`config.mk`:
```
export PLATFORM = sky130hd
export DESIGN_NAME = spi_rx_buffer
export DESIGN_NICKNAME = d
export VERILOG_FILES = /design/src/rtl/spi_rx_buffer_pkg.sv /design/src/rtl/spi_rx_buffer_cs_release_detect.sv /design/src/rtl/spi_rx_buffer.sv
export SDC_FILE = /design/constraint.sdc
export NUM_CORES = 1
export LEC_CHECK = 0
export ABC_AREA = 1
export CORE_ASPECT_RATIO = 0.7
export CORE_MARGIN = 1.5
export CORE_UTILIZATION = 50
export CTS_BUF_LIST = sky130_fd_sc_hd__clkbuf_4 sky130_fd_sc_hd__clkbuf_8
export DETAILED_ROUTE_END_ITERATION = 10
export MAX_ROUTING_LAYER = met4
export PLACE_DENSITY = 0.7
export REMOVE_ABC_BUFFERS = 1
export SYNTH_ARGS = -nofsm -noshare
export SYNTH_HDL_FRONTEND = slang
export SYNTH_SLANG_ARGS = --single-unit
export TNS_END_PERCENT = 100
```
`constraint.sdc`:
```
create_clock -name clk -period 2.8 [get_ports clk]
set_input_delay 0.56 -clock clk [delete_from_list [all_inputs] [get_ports clk]]
set_output_delay 0.56 -clock clk [all_outputs]
set_load 0.1 [all_outputs]
```
`src/rtl/spi_rx_buffer_pkg.sv`:
```
// Shared constants and types for the SPI receive buffer slice.
// These values mirror the byte width and default depth used across the comms code.
package spi_rx_buffer_pkg;

    localparam int SPI_BYTE_W      = 8;
    localparam int RXBUF_DEPTH_DEF = 8;

    localparam int                   OVR_CNT_W   = 8;
    localparam logic [OVR_CNT_W-1:0] OVR_CNT_MAX = '1;

    typedef logic [SPI_BYTE_W-1:0] spi_byte_t;

endpackage

```
`src/rtl/spi_rx_buffer_cs_release_detect.sv`:
```
// Synchronises an asynchronous active-low chip-select and emits a one-cycle
// pulse when a frame ends (synchronised cs goes 0 -> 1).
module cs_release_detect (
    input  logic clk,
    input  logic reset,
    input  logic cs_in,
    output logic release_pulse
);

    logic       sync1_q;
    logic       sync2_q;
    logic       hist_q;
    logic [1:0] start_q;
    logic       idle_seen_q;
    logic       idle_seen_d;

    always_ff @(posedge clk or negedge reset) begin
        if (!reset) begin
            sync1_q     <= 1'b1;
            sync2_q     <= 1'b1;
            hist_q      <= 1'b1;
            start_q     <= 2'b00;
            idle_seen_q <= 1'b0;
        end else begin
            sync1_q     <= cs_in;
            sync2_q     <= sync1_q;
            hist_q      <= sync2_q;
            start_q     <= {start_q[0], 1'b1};
            idle_seen_q <= idle_seen_d;
        end
    end

    // The reset-value 1s in the synchroniser are not real samples, so a frame
    // already in flight at reset release must not count; only release edges
    // after cs has genuinely been seen idle produce a push.
    assign idle_seen_d   = idle_seen_q | (start_q[1] & sync2_q);
    assign release_pulse = idle_seen_q & sync2_q & ~hist_q;

endmodule

```
`src/rtl/spi_rx_buffer.sv`:
```
// Receive FIFO for bytes captured on an SPI link, pushed once per cs release.
// Define SPI_RXBUF_OVERRUN_CNT_EN to add the saturating ovr_count output.
module spi_rx_buffer
    import spi_rx_buffer_pkg::*;
#(
    parameter int DEPTH = RXBUF_DEPTH_DEF,
    parameter int CW    = $clog2(DEPTH) + 1
) (
    input  logic                  clk,
    input  logic                  reset,
    input  logic                  cs_in,
    input  logic [SPI_BYTE_W-1:0] data_received,
    input  logic                  rd_en,
    input  logic                  clr_overrun,
    output logic [SPI_BYTE_W-1:0] rd_data,
    output logic                  empty,
    output logic                  full,
    output logic [CW-1:0]         count,
    output logic                  overrun
`ifdef SPI_RXBUF_OVERRUN_CNT_EN
    ,
    output logic [OVR_CNT_W-1:0]  ovr_count
`endif
);

    localparam int AW = $clog2(DEPTH);

    spi_byte_t     mem_q [DEPTH];
    logic [AW-1:0] wr_ptr_q;
    logic [AW-1:0] wr_ptr_d;
    logic [AW-1:0] rd_ptr_q;
    logic [AW-1:0] rd_ptr_d;
    logic [CW-1:0] count_q;
    logic [CW-1:0] count_d;
    logic          overrun_q;
    logic          overrun_d;
    logic          push;
    logic          do_pop;
    logic          do_write;
    logic          drop;

    cs_release_detect u_cs_release_detect (
        .clk           (clk),
        .reset         (reset),
        .cs_in         (cs_in),
        .release_pulse (push)
    );

    function automatic logic [AW-1:0] ptr_inc(input logic [AW-1:0] p);
        return (p == AW'(DEPTH - 1)) ? '0 : p + AW'(1);
    endfunction

    assign empty   = (count_q == '0);
    assign full    = (count_q == CW'(DEPTH));
    assign count   = count_q;
    assign overrun = overrun_q;
    assign rd_data = empty ? '0 : mem_q[rd_ptr_q];

    // A push into a full FIFO is only accepted when a pop frees the head slot
    // in the same cycle; a pop request against an empty FIFO is a no-op.
    always_comb begin
        do_pop   = rd_en & ~empty;
        do_write = push & (~full | do_pop);
        drop     = push & full & ~do_pop;

        wr_ptr_d = do_write ? ptr_inc(wr_ptr_q) : wr_ptr_q;
        rd_ptr_d = do_pop   ? ptr_inc(rd_ptr_q) : rd_ptr_q;

        count_d = count_q;
        if (do_write && !do_pop) begin
            count_d = count_q + CW'(1);
        end else if (!do_write && do_pop) begin
            count_d = count_q - CW'(1);
        end

        overrun_d = overrun_q;
        if (drop) begin
            overrun_d = 1'b1;
        end else if (clr_overrun) begin
            overrun_d = 1'b0;
        end
    end

    always_ff @(posedge clk or negedge reset) begin
        if (!reset) begin
            wr_ptr_q  <= '0;
            rd_ptr_q  <= '0;
            count_q   <= '0;
            overrun_q <= 1'b0;
        end else begin
            wr_ptr_q  <= wr_ptr_d;
            rd_ptr_q  <= rd_ptr_d;
            count_q   <= count_d;
            overrun_q <= overrun_d;
        end
    end

    always_ff @(posedge clk) begin
        if (do_write) begin
            mem_q[wr_ptr_q] <= data_received;
        end
    end

`ifdef SPI_RXBUF_OVERRUN_CNT_EN
    logic [OVR_CNT_W-1:0] ovr_count_q;
    logic [OVR_CNT_W-1:0] ovr_count_d;

    // A drop coinciding with a clear restarts the count at one.
    always_comb begin
        ovr_count_d = ovr_count_q;
        if (drop) begin
            if (clr_overrun) begin
                ovr_count_d = OVR_CNT_W'(1);
            end else if (ovr_count_q != OVR_CNT_MAX) begin
                ovr_count_d = ovr_count_q + OVR_CNT_W'(1);
            end
        end else if (clr_overrun) begin
            ovr_count_d = '0;
        end
    end

    always_ff @(posedge clk or negedge reset) begin
        if (!reset) begin
            ovr_count_q <= '0;
        end else begin
            ovr_count_q <= ovr_count_d;
        end
    end

    assign ovr_count = ovr_count_q;
`endif

endmodule

```
**After elaboration in Yosys (flattened, before gate mapping)**

Memory sizes are Yosys's and may differ from the RTL's.
Cells that the tools add are included.

- Input bits: 13
- Memories kept: 1
- Logic and storage cells: 46
- Output and inout bits: 15
- Bits in registers: 17
- Memory bits (writable): 64

Memory list:

| name | depth | bits a word | rd ports | clocked after memory_dff | wr ports | line | RTL |
|---|---|---|---|---|---|---|---|
| mem_q | 8 | 8 | 1 | 0 | 1 | spi_rx_buffer.sv:28 | `spi_byte_t mem_q [DEPTH];` |

- Eq/ne operators: 3
- Multiplexer cells: 9
- Reduce and logical (&&, ||, !) cells: 7
- $add $sub $neg: 4
- Bitwise gates (word level): 13

Operator list:

| kind | count |
|---|---|
| 4-bit two-way mux | 2 |
| 8-bit two-way mux | 1 |
| 1-bit bitwise AND | 7 |
| 3-bit by 1-bit adder with 3-bit output (second input constant) | 2 |
| 3-bit == test (second input constant) | 2 |
| 3-bit two-way mux | 2 |
| 4-bit by 1-bit adder with 4-bit output (second input constant) | 1 |
| 4-bit == test (second input constant) | 1 |
| 4-bit logical NOT | 1 |
| 1-bit two-way mux | 4 |
| 1-bit NOT | 4 |
| 2-bit nonzero test | 2 |
| 4-bit by 1-bit subtractor with 4-bit output (second input constant) | 1 |
| 1-bit logical AND | 2 |
| 1-bit logical NOT | 2 |
| 1-bit OR | 2 |

**Depth between registers and ports, before layout**

- Depth in word-level cells: 9
- Depth in mapped cells: 13
- Mapped depth without buffers: 13

**Hierarchy**

Synthesis repeated with hierarchy kept, for this count alone.

- Cell total of the unflattened synthesis: 387
- Area, all modules: 3746.1 um2

By module, submodules not included:

| module | cells an instance | sequential area each (um2) | area an instance (um2) | times used |
|---|---|---|---|---|
| spi_rx_buffer | 375 | 2197.1 | 3567.2 | 1 |
| cs_release_detect | 12 | 153.9 | 178.9 | 1 |

**Worst setup path after synthesis**

Ideal clock, no wire load.

- Path kind: register -> output
- Start point: register count_q[3], in the netlist count[3]
- End point: output port rd_data[0]
- Data required time: 2.240 ns
- Path buffers: 1
- Stages on the path, launching flop included: 6
- Path slack: -0.478 ns
- Data arrival time: 2.718 ns
- Path through: dfrtp_1 > inv_1 > nand3_1 > buf_2 > nand2_1 > nor2_1

- Longest elaborated chain between the ends: 2

Ends and longest elaborated chain:

| element | line | RTL |
|---|---|---|
| start: declaration | spi_rx_buffer.sv:33 | `logic [CW-1:0] count_q;` |
| start signal: assignment | spi_rx_buffer.sv:93 | `count_q <= count_d;` |
| 4-bit logical NOT | spi_rx_buffer.sv:53 | `assign empty = (count_q == '0);` |
| 8-bit two-way mux | spi_rx_buffer.sv:57 | `assign rd_data = empty ? '0 : mem_q[rd_ptr_q];` |
| end: declaration | spi_rx_buffer.sv:15 | `output logic [SPI_BYTE_W-1:0] rd_data,` |

No other way between the ends.

**Worst setup path in the final report**

- Start point: register rd_ptr_q[1]
- End point: output port rd_data[6]

- Longest elaborated chain between the ends: 2

Ends and longest elaborated chain:

| element | line | RTL |
|---|---|---|
| start: declaration | spi_rx_buffer.sv:31 | `logic [AW-1:0] rd_ptr_q;` |
| start signal: assignment | spi_rx_buffer.sv:92 | `rd_ptr_q <= rd_ptr_d;` |
| memory 8 x 8 bit | -- |  |
| 8-bit two-way mux | spi_rx_buffer.sv:57 |  |

No other way between the ends.

==> qor.csv <==
metric,value,unit
crit_top_cell,nor2_1,
status,"complete, no violations",
synth_seq_cells,81,
vias_per_cell,4.672,
drc,0,
die_h,75.05,µm
clock.fmax,0.4005,GHz
synth_area_leaders,"edfxtp_1 52%, nand2_1 11%, dfrtp_1 9.4%, inv_1 7.8%, nand3_1 6.1%",
path_clk_slew,80,ps
fin_nets,446,
slowest_delay,690,ps
ys.warnings.count,0,
rows,26,
post_dp_cell_area,4220,µm²
grt_pass1_vias,2245,
crit_path_end_kind,output port,
clk_latency,350,ps
synth_top_flop_cell,edfxtp_1,
dieWidth,105.9,µm
rsz0062_at_grt,no,
final_antenna_net_count,0,
cts_setup_buffers,0,
layout-drive-gt1-share,13.49,%
grt_pass1_wl,11.17,mm
netlist_area,3707,µm²
drv_cap,0,
cp_slowest_cell,dfrtp_1,
io_pins,28,
postSynth.asyncResetShare,20.99,%
drt_first_pass_iters,5,
finalMaxSlewViolations,0,
setup_viol,0,
numCtsBuffers,9,
antenna_cells,0,
vias,2467,
hold_viol,0,
period_share,89.17,%
cts_tree,yes,
max-slew-margin-rel,48.46,%
area_growth_syn_to_layout,19.10,%
worst_ep_arrival_time,1940,ps
start_util,51.10,%
drt-wirelength-per-cell,13.11,µm
cp_top_family,flip-flops,
clock-sinks,81,
holdBufCountCts,0,
worstSetupPathType,reg -> out,
path_max_fanout,11,
core_region_area,7254,µm²
syn_inst,381,
required,2240,ps
crit_buf_inv,2,
synthTopCellsByCount,"112 x nand2_1, 77 x inv_1, 64 x edfxtp_1",
worstSetupStartpointType,flop,
final_cell_area,4415,µm²
layout_min_cycle_time,2497,ps
min_path_type,reg -> reg,
clock_skew,13.37,ps
synth.most_common_cell,nand2_1,
yosysUniqueCellTypes,24,
dieArea,7949,µm²
io_buffers,27,
grt_max_degree,34,
yosysTopAreaCell,edfxtp_1,
cts_resized,0,
cts_root_buf,clkbuf_8,
hpwlAfterDp,4.630,mm
overflow,0,
tightest_slew,770.7,ps
synth_edf_count,64,
wirelength,6.920,mm
tns,0,ps
clk_path_buf_depth,2,
avgSynthCellArea,9.730,µm²
gp_congestion,0.8341,
grt_usage,19.81,%
critical_path.cell_chain,buf_4 > nand3_1 > nand2_1 > nor2_1 > nor2_1 > buf_12,
antenna_found_initial,0,
drt_iter0_drc,145,
ys_seq_area_share,63.42,%
synth_top_cell_area_share,51.84,%
htreeDepth,3,
-- cell families after synthesis --
family / count (synthesis) / share of synthesized area (%)
and+or+nand+nor: 191 / 21.40
buffers and inverters: 93 / 11.04
DFF: 81 / 63.42
adders and majority gates: 8 / 2.902
AOI/OAI and AO/OA: 5 / 0.6749
xor gates and xnor gates: 2 / 0.4726
other: 1 / 0.1012
-- worst paths after layout --
| path | start | end | slack, ps | cells past startpoint |
|---|---|---|---|---|
| worst max-delay path | rd_ptr_q[1]$_DFFE_PN0N_ | rd_data[6] | 300 | 6 |
| worst min register to register | u_cs_release_detect.start_q[0]$_DFF_PN0_ | u_cs_release_detect.start_q[1]$_DFF_PN0_ | 350 | 0 |
| min in group asynchronous | reset | count[1]$_DFFE_PN0P_ | 660 | 1 |
| max in group asynchronous | reset | u_cs_release_detect.start_q[0]$_DFF_PN0_ | 1650 | 1 |
| worst min-delay path | u_cs_release_detect.start_q[0]$_DFF_PN0_ | u_cs_release_detect.start_q[1]$_DFF_PN0_ | 350 | 0 |
| worst max register to register | count[1]$_DFFE_PN0P_ | count[3]$_DFFE_PN0P_ | 600 | 11 |
-- flip-flops by register name, indices dropped and copies added, names as in the netlist --
signal                           count
mem_q                               64
u_cs_release_detect.hist_q           1
u_cs_release_detect.sync2_q          1
count                                4
u_cs_release_detect.sync1_q          1
overrun                              1
u_cs_release_detect.idle_seen_q      1
rd_ptr_q                             3
wr_ptr_q                             3
u_cs_release_detect.start_q          2
-- per-layer routing --
metal / up-vias / global-route usage [%] / wire (µm)
li1: 1275 / - / -
met3: 8 / 4.502 / 311
met2: 55 / 31.60 / 3168
met5: - / - / 0
met4: 0 / 5.856 / 72
met1: 1129 / 25.85 / 3367
-- placed cells by master, fill, tap and decap left out --
master and count:
dfrtp_1 14, inv_1 77, a21oi_1 2, ha_1 7, dfstp_2 3, nor3_1 8
clkinv_4 1, inv_4 1, clkinvlp_4 3, clkdlybuf4s50_1 12, clkinv_1 1, nor2_1 22
edfxtp_1 64, buf_12 9, buf_4 26, or2_2 2, bufinv_16 1, fa_1 1
nand3_1 45, nand2_1 112, xnor2_1 2, o21ai_0 3, conb_1 1, clkbuf_8 9
nand4_1 1, nor2_2 1, clkbuf_4 2
-- area by class of cell --
| type | count | area [µm²] |
|---|---|---|
| fill | 624 | 2839 |
| sequential | 81 | 2351 |
| multi-input combinational | 207 | 947.2 |
| timing repair buffer | 47 | 495.5 |
| inverter | 79 | 304.0 |
| clock buffer | 11 | 138.9 |
| tap | 98 | 122.6 |
| clock inverter | 5 | 56.30 |
-- per-stage QoR --
step | utilization [%] | hold WS [ps] | instances | worst slack (ps)
floorplan | - | 264.4 | 367 | -480.0
global placement | 58.18 | 334.1 | 512 | 244.9
detailed placement | 58.18 | 342.0 | 512 | 182.7
CTS | 60.87 | 351.9 | 528 | 271.0
global route | 60.87 | 361.1 | 528 | 182.7
finish | 60.87 | 350.2 | 528 | 303.1
Power is not shown: default switching activity piles up to over one toggle a cycle in this logic, so the estimate is an artifact.
